--- src/rtl/vend_fsm_param.sv ---
// Parameterised vending machine controller: accumulates coins, vends at PRICE, refunds on cancel.
// Optional idle-collect timeout refund enabled by defining VEND_TIMEOUT_EN.
module vend_fsm_param #(
   parameter int unsigned PRICE       = 3,
   parameter int unsigned CREDIT_W    = 4,
   parameter int unsigned VAL1        = 1,
   parameter int unsigned VAL2        = 2,
   parameter int unsigned VAL3        = 5,
   parameter int unsigned TIMEOUT_CYC = 16
) (
   input  logic                clk,
   input  logic                rst,
   input  logic [1:0]          coin,
   input  logic                cancel,
   input  logic                ack,
   output logic                P,
   output logic                R,
   output logic [CREDIT_W-1:0] change,
   output logic [CREDIT_W-1:0] credit,
   output logic                busy
);

   localparam int unsigned SUM_W  = CREDIT_W + 1;
   localparam int unsigned MAX_12 = (VAL1 > VAL2) ? VAL1 : VAL2;
   localparam int unsigned MAX_V  = (MAX_12 > VAL3) ? MAX_12 : VAL3;

   localparam logic [1:0] S_IDLE    = 2'd0;
   localparam logic [1:0] S_COLLECT = 2'd1;
   localparam logic [1:0] S_VEND    = 2'd2;
   localparam logic [1:0] S_RETURN  = 2'd3;

   // Largest reachable sum must fit the credit/change datapath
   if (PRICE - 1 + MAX_V >= (2 ** CREDIT_W)) begin : g_width_check
      $error("vend_fsm_param: CREDIT_W too narrow for PRICE and coin values");
   end
   if (TIMEOUT_CYC == 0) begin : g_timeout_check
      $error("vend_fsm_param: TIMEOUT_CYC must be at least 1");
   end

   logic [1:0]          state, state_n;
   logic [CREDIT_W-1:0] credit_n, change_n;
   logic                p_n, r_n, busy_n;
   logic [SUM_W-1:0]    coin_val, sum;

`ifdef VEND_TIMEOUT_EN
   localparam int unsigned TO_W = $clog2(TIMEOUT_CYC + 1);
   logic [TO_W-1:0] tcnt, tcnt_n;
`endif

   always_comb begin
      coin_val = '0;
      case (coin)
         2'b01:   coin_val = SUM_W'(VAL1);
         2'b10:   coin_val = SUM_W'(VAL2);
         2'b11:   coin_val = SUM_W'(VAL3);
         default: coin_val = '0;
      endcase
      sum = {1'b0, credit} + coin_val;
   end

   // Next-state, datapath and registered-output decode
   always_comb begin
      state_n  = state;
      credit_n = credit;
      change_n = change;
`ifdef VEND_TIMEOUT_EN
      tcnt_n   = '0;
`endif
      case (state)
         S_IDLE, S_COLLECT: begin
            if (sum >= SUM_W'(PRICE)) begin
               state_n  = S_VEND;
               change_n = CREDIT_W'(sum - SUM_W'(PRICE));
               credit_n = '0;
            end else if (cancel) begin
               if (sum != '0) begin
                  state_n  = S_RETURN;
                  change_n = CREDIT_W'(sum);
                  credit_n = '0;
               end
            end else if (sum != '0) begin
               state_n  = S_COLLECT;
               credit_n = CREDIT_W'(sum);
`ifdef VEND_TIMEOUT_EN
               if (state == S_COLLECT && coin == 2'b00) begin
                  if (tcnt == TO_W'(TIMEOUT_CYC - 1)) begin
                     state_n  = S_RETURN;
                     change_n = credit;
                     credit_n = '0;
                  end else begin
                     tcnt_n = tcnt + TO_W'(1);
                  end
               end
`endif
            end
         end
         S_VEND, S_RETURN: begin
            if (ack) begin
               state_n  = S_IDLE;
               change_n = '0;
            end
         end
         default: state_n = S_IDLE;
      endcase
      p_n    = (state_n == S_VEND);
      r_n    = (state_n == S_RETURN) || ((state_n == S_VEND) && (change_n != '0));
      busy_n = (state_n == S_VEND) || (state_n == S_RETURN);
   end

   always_ff @(posedge clk or posedge rst) begin
      if (rst) begin
         state  <= S_IDLE;
         credit <= '0;
         change <= '0;
         P      <= 1'b0;
         R      <= 1'b0;
         busy   <= 1'b0;
      end else begin
         state  <= state_n;
         credit <= credit_n;
         change <= change_n;
         P      <= p_n;
         R      <= r_n;
         busy   <= busy_n;
      end
   end

`ifdef VEND_TIMEOUT_EN
   always_ff @(posedge clk or posedge rst) begin
      if (rst) tcnt <= '0;
      else     tcnt <= tcnt_n;
   end
`endif

endmodule

--- config.mk ---
export PLATFORM = sky130hd
export DESIGN_NAME = vend_fsm_param
export DESIGN_NICKNAME = d
export VERILOG_FILES = /design/src/rtl/vend_fsm_param.sv
export SDC_FILE = /design/constraint.sdc
export NUM_CORES = 1
export LEC_CHECK = 0
export ABC_AREA = 1
export ABC_CLOCK_PERIOD_IN_PS = 2000
export CORE_MARGIN = 4
export CORE_UTILIZATION = 45
export DETAILED_ROUTE_END_ITERATION = 16
export PLACE_DENSITY_LB_ADDON = 0.3
export SLEW_MARGIN = 20
export SYNTH_ARGS = -nofsm -noshare
export SYNTH_HDL_FRONTEND = slang
export SYNTH_SLANG_ARGS = --single-unit
export TNS_END_PERCENT = 1
--- constraint.sdc ---
create_clock -name clk -period 2 [get_ports clk]
set_input_delay 0.4 -clock clk [delete_from_list [all_inputs] [get_ports clk]]
set_output_delay 0.4 -clock clk [all_outputs]
set_load 0.05 [all_outputs]
==> run_results.csv <==
group,metric,value,unit
placement,gp_congestion,0.831,
timing,maxSlewHeadroom,0.664,
critical_path,crit_chain,"ha_4 > fa_2 > inv_2 > ha_4 > nand2_2 > nor2_2 > nand2_2 > buf_4 > buf_4 > o21ai_2 > inv_1 > nor2_1",
yosys,syn_area_per_cell,7.51,um^2
cells_and_area,final_util,0.731,
cts,h-tree-depth,1,
timing,hold_violations,0,
critical_path,crit_path_max_incr_delay,0.46,ns
critical_path,cp_top_family,"adder cells",
power,leakage,0.671,nW
global_route,gr-usage-all-layers,0.178,
global_route,grt_max_degree,14,
yosys,yosys_most_used_dff,"dfrtp_1",
cts,clk_latency,0.29,ns
floorplan,die_area,2700,um^2
floorplan,num_rows,15,
timing,finalClockSkew,0.00350,ns
critical_path,worstPathRequired,2.22,ns
cts,cts_sinks,13,
yosys,synth_seq_cells,13,
timing,min_period_over_period,1.16,
yosys,yosysWarnings,0,
detailed_routing,dr.pass1.iters,4,
critical_path,worst_setup_path_end_kind,"flip-flop",
placement,hpwl,1.52,mm
yosys,yosysTopAreaCellShare,0.374,
critical_path,crit_path_start_kind,"flip-flop",
detailed_routing,drc,0,
yosys,synthCells,116,
cells_and_area,layout-drive-gt1-share,0.374,
floorplan,die_h,52.0,um
yosys,synth_area_leaders,"dfrtp_1, nand2_1, ha_1, nand3_1, inv_1",
placement,port_buffers,16,
critical_path,cp_num_buf_inv,4,
timing,setup_slack,-0.328,ns
floorplan,start_util,0.488,
yosys,synth_edf_count,0,
timing,final-setup-viol-count,13,
detailed_routing,via_per_inst,4.97,
critical_path,cp.arrival,2.55,ns
critical_path,crit_fanout,5,
cells_and_area,nets,168,
detailed_routing,vias,895,
yosys,synth.distinct_cells,21,
floorplan,top_level_ports,17,
floorplan,dieWidth,52.0,um
timing,rsz0062_at_grt,"yes",
critical_path,slowest_stage,"fa_2",
cts,cts-root-buf,"clkbuf_4",
run_status,status,"finished with violations",
timing,setup_tns,-2.35,ns
yosys,syn_nets,128,
yosys,yosysTopAreaCell,"dfrtp_1",
timing,tightest_slew,0.502,ns
timing,fmax,429,MHz
cts,tritoncts,"yes",
job,cap_viol_max_count,0,
detailed_routing,wl_per_cell,12.0,um
cts,cts_buffers,3,
yosys,synthArstFlopShare,1.00,
critical_path,crit_type,"flip-flop to flip-flop",
cells_and_area,area_delta_synth_final,49.6,%
power,peakVddDrop,0.00101,V
global_route,grt_pass1_wl,3.59,mm
min_path,min_path_type,"primary input to async pin",
cells_and_area,antenna_cells,0,
power,power_density,1720,nW/um^2
cts,path_clk_slew,0.09,ns
cts,clk_path_buf_depth,2,
yosys,syn-cell-area,871,um^2
run_status,violations,"negative setup slack",
global_route,grt_overflow,0,
detailed_routing,finalWirelength,2.16,mm
floorplan,coreArea,1780,um^2
timing,fin_crit,2.33,ns
global_route,antenna_found_initial,0,
global_route,grt_pass1_vias,831,
detailed_routing,drt-initial-drc-count,28,
detailed_routing,drtAntennaViolNets,0,
timing,drv_slew,0,
yosys,ys_seq_area_frac,0.374,
## power breakdown
| part | total (mW) | internal, mW | switching, mW |
|---|---|---|---|
| Combinational | 1.62 | 0.664 | 0.961 |
| Sequential | 0.434 | 0.368 | 0.0655 |
| Clock | 0.177 | 0.0776 | 0.0993 |
## cell type report
class / count / area [um^2]
multi-input cells: 83 / 544
fillers: 136 / 480
flip-flops and latches: 13 / 327
repair buffers: 36 / 303
inverters: 19 / 71.3
well taps: 25 / 31.3
clock buffers: 4 / 26.3
## metal layers
layer	part of all wire	GRT usage	vias up
met3	0.048	0.0430	5
met2	0.47	0.268	35
met5	0	0	-
met1	0.46	0.249	409
li1	-	-	446
met4	0.019	0.0568	0
## state kept, by name (all words and copies together), names as in the netlist
name	cells
change	4
credit	4
state	2
P	1
R	1
busy	1
## repair_timing
item,CTS,global route
setup endpoints to repair,13,13
pin swaps,11,3
gates resized for setup,8,7
buffers inserted,4,1
hold buffers,0,0
## path summary, 6_finish.rpt
path | start | depth (start not counted) | slack [ns] | endpoint
max in group asynchronous | rst | 2 | 1.21 | credit[0]
max reg2reg | credit[0] | 12 | -0.33 | credit[2]
max | credit[0] | 12 | -0.33 | credit[2]
min reg2reg | state[1] | 1 | 0.53 | state[0]
min in group clk | state[1] | 1 | 0.53 | state[0]
min | rst | 2 | 0.43 | credit[2]
## metrics by stage
step                      hold WS (ns)  power, mW  cells  area (um^2)  setup slack, ns
final                            0.425       2.24    180         1300           -0.328
after global routing             0.475       2.38    180         1300           -0.444
after CTS                        0.442       2.15    179         1270           -0.309
after detailed placement         0.511       1.86    171         1200           -0.844
after global placement           0.503       1.84    171         1200           -0.803
after floorplan                  0.277       1.38    116          902           -0.340
## cell families after synthesis
kind of cell               share of synthesized area
AOI/OAI and AO/OA                             0.0833
xor gates and xnor gates                      0.0101
adders and majority gates                     0.0948
buffers and inverters                         0.0862
DFF                                            0.374
and+or+nand+nor                                0.352
## cells in the mapped netlist, types with 2 or more instances
cell / count
dfrtp_1: 13
nand2_1: 33
nand2_2: 2
nand3_2: 2
nor2_4: 2
ha_1: 5
nand3_1: 12
a21oi_1: 3
o21ai_2: 2
a21oi_2: 2
o41ai_1: 2
inv_1: 16
inv_2: 3
nor2_1: 12
## cell usage in the layout, fill, tap and decap left out, types with 2 or more instances in the layout
master	netlist	final
clkbuf_4	0	3
o41ai_1	2	2
buf_4	0	22
a21oi_1	3	2
clkdlybuf4s50_1	0	12
dfrtp_1	13	12
inv_2	3	6
a21oi_2	2	3
dlygate4sd2_1	0	2
nand3_2	2	3
ha_1	5	2
nand2_2	2	7
nor2_4	2	3
ha_4	0	2
nor2_1	12	10
o21ai_2	2	2
nor2_2	1	2
nand3_1	12	10
nand2_1	33	28
inv_1	16	13
Note: power is estimated with default switching activity, not from simulation.
